--- config.mk ---
export PLATFORM = sky130hd
export DESIGN_NAME = serial_add_ctrl
export DESIGN_NICKNAME = d
export VERILOG_FILES = /design/src/rtl/serial_add_pkg.sv /design/src/rtl/full_adder_bit.sv /design/src/rtl/serial_add_ctrl.sv
export SDC_FILE = /design/constraint.sdc
export NUM_CORES = 1
export LEC_CHECK = 0
export ABC_AREA = 1
export BUFFER_PORTS_ARGS = -buffer_cell sky130_fd_sc_hd__buf_2
export CAP_MARGIN = 20
export CELL_PAD_IN_SITES_DETAIL_PLACEMENT = 1
export CELL_PAD_IN_SITES_GLOBAL_PLACEMENT = 1
export CORE_UTILIZATION = 39
export DETAILED_ROUTE_END_ITERATION = 16
export GPL_TIMING_DRIVEN = 0
export PLACE_DENSITY_LB_ADDON = 0.12
export SYNTH_ARGS = -nofsm -noshare
export SYNTH_HDL_FRONTEND = slang
export SYNTH_SLANG_ARGS = --single-unit
--- constraint.sdc ---
create_clock -name clk -period 1.7 [get_ports clk]
set_input_delay 0.085 -clock clk [delete_from_list [all_inputs] [get_ports clk]]
set_output_delay 0.085 -clock clk [all_outputs]
set_load 0.01 [all_outputs]
--- src/rtl/serial_add_pkg.sv ---
// Shared types and constants for the bit-serial adder controller.
package serial_add_pkg;

  // Default operand width in bits (legal range 2..32)
  localparam int unsigned WIDTH_DEFAULT = 8;

  // Controller states
  typedef enum logic [1:0] {
    IDLE = 2'd0,
    RUN  = 2'd1,
    DONE = 2'd2
  } state_e;

endpackage : serial_add_pkg

--- src/rtl/full_adder_bit.sv ---
// One-bit full adder: two half-adder stages whose carries are ORed together.
module full_adder_bit (
  input  logic x,
  input  logic y,
  input  logic cin,
  output logic s,
  output logic cout
);

  logic ha0_s;
  logic ha0_c;
  logic ha1_c;

  // First half adder: operand bits
  assign ha0_s = x ^ y;
  assign ha0_c = x & y;

  // Second half adder: partial sum plus carry-in
  assign s     = ha0_s ^ cin;
  assign ha1_c = ha0_s & cin;

  // A carry comes out of at most one of the two stages
  assign cout  = ha0_c | ha1_c;

endmodule : full_adder_bit

--- src/rtl/serial_add_ctrl.sv ---
// Bit-serial adder controller: loads two operands, adds them LSB-first over
// WIDTH cycles through a single full adder, then pulses done with the result.
// Optional feature: define SERIAL_ADD_SUB_EN to add a 'sub' input that turns
// the operation into a - b (carry_out = 1 means no borrow).
module serial_add_ctrl
  import serial_add_pkg::*;
#(
  parameter int unsigned WIDTH = WIDTH_DEFAULT
) (
  input  logic             clk,
  input  logic             rst,
  input  logic             start,
  input  logic [WIDTH-1:0] a,
  input  logic [WIDTH-1:0] b,
`ifdef SERIAL_ADD_SUB_EN
  input  logic             sub,
`endif
  output logic             busy,
  output logic             done,
  output logic [WIDTH-1:0] sum,
  output logic             carry_out
);

  // Counter only needs to reach WIDTH-1; WIDTH >= 2 keeps this at least 1 bit
  localparam int unsigned CNT_W = $clog2(WIDTH);

  state_e             state;
  logic [WIDTH-1:0]   a_sr;
  logic [WIDTH-1:0]   b_sr;
  logic [WIDTH-1:0]   psum;
  logic               carry;
  logic [CNT_W-1:0]   count;

  logic [WIDTH-1:0]   b_load;
  logic               carry_init;
  logic               fa_s;
  logic               fa_cout;
  logic               last_bit;

  // Operand B / initial carry selection at load time
`ifdef SERIAL_ADD_SUB_EN
  assign b_load     = sub ? ~b : b;
  assign carry_init = sub;
`else
  assign b_load     = b;
  assign carry_init = 1'b0;
`endif

  // Final RUN cycle is the one processing bit WIDTH-1
  assign last_bit = (count == CNT_W'(WIDTH - 1));

  // The only arithmetic in the datapath
  full_adder_bit u_fa (
    .x    (a_sr[0]),
    .y    (b_sr[0]),
    .cin  (carry),
    .s    (fa_s),
    .cout (fa_cout)
  );

  // Controller FSM with shift datapath and registered outputs
  always_ff @(posedge clk) begin
    if (rst) begin
      state     <= IDLE;
      a_sr      <= '0;
      b_sr      <= '0;
      psum      <= '0;
      carry     <= 1'b0;
      count     <= '0;
      busy      <= 1'b0;
      done      <= 1'b0;
      sum       <= '0;
      carry_out <= 1'b0;
    end else begin
      case (state)
        IDLE: begin
          done <= 1'b0;
          busy <= 1'b0;
          if (start) begin
            a_sr  <= a;
            b_sr  <= b_load;
            psum  <= '0;
            carry <= carry_init;
            count <= '0;
            busy  <= 1'b1;
            state <= RUN;
          end
        end

        RUN: begin
          a_sr  <= a_sr >> 1;
          b_sr  <= b_sr >> 1;
          psum  <= {fa_s, psum[WIDTH-1:1]};
          carry <= fa_cout;
          count <= count + CNT_W'(1);
          if (last_bit) begin
            // Result includes the bit being produced on this edge
            sum       <= {fa_s, psum[WIDTH-1:1]};
            carry_out <= fa_cout;
            busy      <= 1'b0;
            done      <= 1'b1;
            state     <= DONE;
          end
        end

        DONE: begin
          // start is ignored here; one-cycle completion pulse
          done  <= 1'b0;
          busy  <= 1'b0;
          state <= IDLE;
        end

        default: begin
          done  <= 1'b0;
          busy  <= 1'b0;
          state <= IDLE;
        end
      endcase
    end
  end

endmodule : serial_add_ctrl

==> impl_results.md, run 1 <==
- Status: finished clean
- Drc violations: 0
- Req. time, crit path: about 1.9 ns
- Synth cell types: 19
- Clock power frac: a little under two fifths
- Max_slew headroom: 69.1%
- Crit end category: register
- Setup tns final: 0 ns
- CTS clock-pin slew for the worst setup and hold paths: roughly 0.070 ns
- Final worst clock skew: 0.00913 ns
- DRT antenna net count: 0
- Setup-failing EPs final: 0
- Worst hold margin: about 0.08 ns
- Fin cells: roughly 350
- DPL Wire Length: around 2900 µm
- Die Footprint: between 0.004 and 0.005 mm²
- FILL cells: 598
- CTS Buf Count: 5
- Power density over cell area: between 900 and 1000 mW/mm²
- Multi-input gate area: approximately 800 µm²
- Vias in the first global route: 1634
- Psw: 499 µW
- DIE HEIGHT: 69.5 µm
- Grt ovf: 0
- Worst reg2reg path startpoint: count[0]
- Final Cell Area: approximately 0.0021 mm²
- Final antenna diode count: 0
- Skew-Pair Late Insertion Delay: between 0.2 and 0.3 ns
- Initial Util: roughly two fifths
- Share of cells above drive strength 1: ~19%
- Placer congestion estimate: approximately 0.82
- Critical path fanouts, max: 10
- Hold endpoint: b_sr[7]
- Final Max Tran Viols: 0
- Hold/Removal Path Class: input port to register
- Placed insts: approximately 340
- Clock tree buffer depth: 2
- Worst endpoint data arrival time: between 1.5 and 2 ns
- Post-Syn Area per Cell: 6.81 µm²
- Tmin final: about 1.3 ns
- Final Core Density: between 40% and 50%
- Total power: 2.01 mW
- Yosys warns: 0
- CTS tree: yes
- Hold Buf Count CTS: 0
- Wire length per cell: 11.7 µm
- Num rows: 24
- Setup Fix Bufs, Post-CTS: 0
- DR vias/cell: around 4.6
- R2R Setup Slk: roughly 0.36 ns
- Io pins: 30
- GRT Total Usage: a little under a fifth
- Cell Area, Placed: 0.00198 mm²
- Cell internal pwr: between 1.5 and 2 mW
- Net Count, Synth: around 280
- Die X-Extent: roughly 69 µm
- Initial antenna violation count: 0
- Area growth, synth to finish: 17.6%
- R2R depth: 7
- Post-CTS resize count: 0
- Setup ws final: 0.364 ns
- H-Tree Depth: 2
- Startpoint Class: register
- Least-Margin Pin Slew: around 0.46 ns
- Min-delay src: b[7]
- Root Buffer: clkbuf_8
- Core ar.: between 0.004 and 0.005 mm²
- Hold path depth: 3
- Synth Instances: 261
- First-pass GRT wire length: between 7000 and 8000 µm
- Final WL: between 4000 and 5000 µm
- 1st-iter DRT viols: 58
- Via count: approximately 1600
- CTS sink count: 40
- Post-route clock period utilization: between 70 and 80%
- Worst slack, placed: between 0.3 and 0.4 ns
- Max IR drop VDD: between 0.0004 and 0.0005 V
- Leakage: 1.07 nW
- Largest net degree at the start of global routing: 13
- R2r endpoint: sum[0]
- Drt first pass iters: 4
- Switching share of power: 24.8%
- Logic pwr share: approximately an eighth
- Sequential area share after synthesis: between 40% and 50%
- Most frequent cells in the layout: nand2_1 (98), nor2_1 (40), dfxtp_1 (40)
- Sequential cell area: 801 µm²
- Maxcap violations: 0
- Fin nets: between 300 and 400
- Max Freq: 0.749 GHz
- RSZ-0062 raised after global routing: no
- Final hold vios: 0
- Commonest non-fill, non-tap cell in the layout: nand2_1
- Synth Register Bits: 40
- Flop pwr share: 49.9%
- Critical path type: register to register
- PortBufs: 28
- Synthesized area: between 0.0015 and 0.002 mm²
==> final cells by class <==
class	count	area share, %
clock inverter	2	1.68
tap	52	3.11
multi-input combinational	184	38.4
clock buffer	6	3.47
buffer	14	4.19
inverter	23	4.13
sequential	40	38.3
timing repair buffer	28	6.71
==> critical path, stage by stage (launching register included) <==
cell and delay (ns):
dfxtp_1 0.33, ha_1 0.21, ha_1 0.26, nand2_4 0.14, buf_6 0.15, nand2_1 0.05
nand2_1 0.05, nor2_1 0.04
==> cells by family (layout without fill, tap and decap cells) <==
family	after synthesis	after routing	synth area share [%]
flops	40	40	45.1
fa+ha+maj	3	3	2.54
simple gates	165	165	37.9
buf+inv	37	73	9.79
compound gates	16	16	4.72
==> sequential cells by signal, summed over array words and instances (netlist names) <==
signal / flops
done: 1
carry: 1
busy: 1
carry_out: 1
state: 2
a_sr: 8
sum: 8
b_sr: 8
count: 3
psum: 7
==> synthesized netlist by cell type <==
library cell / number / area share [%]
nand2_2: 1 / 0.35
nor2_1: 40 / 8.5
buf_4: 5 / 2.1
nor2_4: 2 / 1.3
ha_1: 2 / 1.4
nor3_1: 1 / 0.28
buf_6: 1 / 0.63
nand3_1: 22 / 6.2
clkbuf_1: 1 / 0.21
inv_2: 2 / 0.42
o21ai_2: 1 / 0.49
inv_1: 21 / 4.4
nand2_4: 1 / 0.63
o21ai_0: 1 / 0.28
buf_2: 7 / 2.0
a21oi_1: 14 / 3.9
dfxtp_1: 40 / 45
nand2_1: 98 / 21
fa_1: 1 / 1.1
==> worst max-delay path by stage <==
stage                        start  slack (ns)      to
final                     count[0]        0.36  sum[0]
after global routing      count[0]        0.26  sum[0]
after CTS                 count[0]        0.34  sum[0]
after detailed placement  count[0]        0.35  sum[0]
after global placement    count[0]        0.37  sum[0]
after floorplan           count[0]        0.53  sum[0]
==> power by group through the flow <==
stage	combinational [mW]	clock, mW	sequential (mW)
floorplan	0.178	0	1.02
global placement	0.241	0	1.02
CTS	0.249	0.780	1.00
detailed placement	0.246	0	1.02
global route	0.284	0.829	1.01
finish	0.242	0.765	1.00
==> per-layer routing <==
layer / part of all wire, % / wire [µm] / global-route usage, % / vias to the layer above
met5: 0 / 0 / 0 / -
met4: 0.83 / 34 / 7.48 / 0
met3: 2.9 / 119 / 3.49 / 4
met2: 46 / 1870 / 31.4 / 21
met1: 50 / 2060 / 24.6 / 736
li1: - / - / - / 857
Note: power is estimated with default switching activity, not from simulation.
==> run 2: changes to the inputs <==
- CORE_UTILIZATION: 39 -> 35
- clock period: 1.7 -> 1.2 ns (I/O delays scaled with it)
==> run 2 against run 1 <==
Cell count is 5.7% higher. Hold slack lost 0.037 ns. Register-to-register slack lost 0.33 ns. Critical path depth grew 1. Power increased by 45%. Maximum frequency up 14%. Routed wire length rose by 4.7%. Setup slack lost 0.33 ns. Die area up 11%. Utilization decreased by 1.6 points. Non-clock buffer count up 5. Sequential power is 42% higher. Critical path type unchanged. Critical endpoint unchanged.
==> impl_results.md, run 2 (synthesis results as in run 1) <==
- Status: finished clean
- Final WL: between 4000 and 5000 µm
- Initial antenna violation count: 0
- Critical path type: register to register
- Final Core Density: a little under half
- First-pass GRT wire length: 7180 µm
- Setup tns final: 0 ns
- Max_slew headroom: 69.1%
- Final worst clock skew: 0.00904 ns
- Initial Util: between 30% and 40%
- Hold Buf Count CTS: 0
- Worst hold margin: approximately 0.041 ns
- Setup-failing EPs final: 0
- Leakage: between 1 and 1.5 nW
- Maxcap violations: 0
- Root Buffer: clkbuf_8
- Area growth, synth to finish: 25.7%
- Final hold vios: 0
- Largest regs: a_sr (8), b_sr (8), sum (8)
- DPL Wire Length: between 2000 and 3000 µm
- Most frequent cells in the layout: nand2_1 (96), nor2_1 (39), dfxtp_1 (36)
- Hold/Removal Path Class: input port to register
- Largest net degree at the start of global routing: 15
- Vias in the first global route: 1567
- Max Freq: between 0.8 and 0.9 GHz
- Fin nets: ~320
- DR vias/cell: 4.48
- Least-Margin Pin Slew: about 0.46 ns
- H-Tree Depth: 2
- Placer congestion estimate: 0.669
- Critical path fanouts, max: 6
- Startpoint Class: register
- Final Cell Area: about 0.0022 mm²
- Tmin final: approximately 1.2 ns
- Commonest non-fill, non-tap cell in the layout: nand2_1
- Die X-Extent: ~73 µm
- Wire length per cell: 11.6 µm
- CTS clock-pin slew for the worst setup and hold paths: around 0.080 ns
- CTS tree: yes
- Via count: roughly 1700
- Worst endpoint data arrival time: 1.40 ns
- Skew-Pair Late Insertion Delay: approximately 0.3 ns
- Req. time, crit path: between 1 and 1.5 ns
- Share of cells above drive strength 1: between 20% and 30%
- DIE HEIGHT: ~73 µm
- Core ar.: approximately 0.0048 mm²
- CTS sink count: 40
- Crit end category: register
- Io pins: 30
- CTS Buf Count: 5
- PortBufs: 28
- Post-route clock period utilization: between 90% and 100%
- Drt first pass iters: 4
- Die Footprint: about 0.0054 mm²
- Max IR drop VDD: approximately 0.00063 V
- Grt ovf: 0
- Final Max Tran Viols: 0
- DRT antenna net count: 0
- Power density over cell area: between 1000 and 1500 mW/mm²
- Cell Area, Placed: 0.00200 mm²
- Drc violations: 0
- Total power: slightly below 3 mW
- Final antenna diode count: 0
- Num rows: 25
- GRT Total Usage: 17.7%
- Clock tree buffer depth: 2
- 1st-iter DRT viols: 55
- RSZ-0062 raised after global routing: yes
## run 2: cell count changes in the layout (fill, tap and decap cells not counted), sizes merged
cell	change
clkbuf	-1
clkinvlp	+1
buf	+5
## run 2: per-layer routing
metal	vias up	global-route usage (%)	wire length, µm	part of all wire [%]
met5	-	0	0	0
met4	0	8.71	97	2.3
met3	9	2.88	95	2.2
met2	26	27.9	1990	46
met1	746	23.6	2100	49
li1	871	-	-	-
## run 2: critical path, cell delays in order (launching register included)
cell and delay [ns]:
dfxtp_2 0.33, buf_6 0.13, inv_4 0.04, nor2_4 0.19
nand2_8 0.10, buf_6 0.14, nand2_2 0.04, nand2_1 0.04
nor2_1 0.10
## run 2: path summary, 6_finish.rpt
| kind | to | slack [ns] | depth (start not counted) | startpoint |
|---|---|---|---|---|
| min reg2reg | sum[3] | 0.47 | 2 | sum[3] |
| max | sum[0] | 0.03 | 8 | state[0] |
| min | count[1] | 0.04 | 2 | rst |
| max reg2reg | sum[0] | 0.03 | 8 | state[0] |
## run 2: power by group
group          internal (mW)  switching (mW)
Combinational          0.150           0.220
Clock                  0.626           0.499
Sequential              1.39          0.0350
Total                   2.17           0.755
## run 2: final cells by class
cell class / count / area [µm²]
Multi-Input combinational cell: 184 / 860
Sequential cell: 40 / 806
Clock inverter: 3 / 46.3
Clock buffer: 5 / 68.8
Tap cell: 67 / 83.8
Fill cell: 643 / 2580
Timing Repair Buffer: 33 / 178
Inverter: 23 / 93.8
Buffer: 14 / 97.6
## run 2: per-stage QoR
stage	cells	worst slack, ns
6_report	369	0.0329
3_5_place_dp	356	-0.122
2_1_floorplan	261	0.0274
5_1_grt	369	-0.0471
3_3_place_gp	356	-0.120
4_1_cts	367	0.00142
## run 2: timing repair
action,CTS,global route
setup endpoints to repair,27,36
setup buffers,2,2
gates cloned,1,0
pin swaps,1,6
resized for setup,11,11
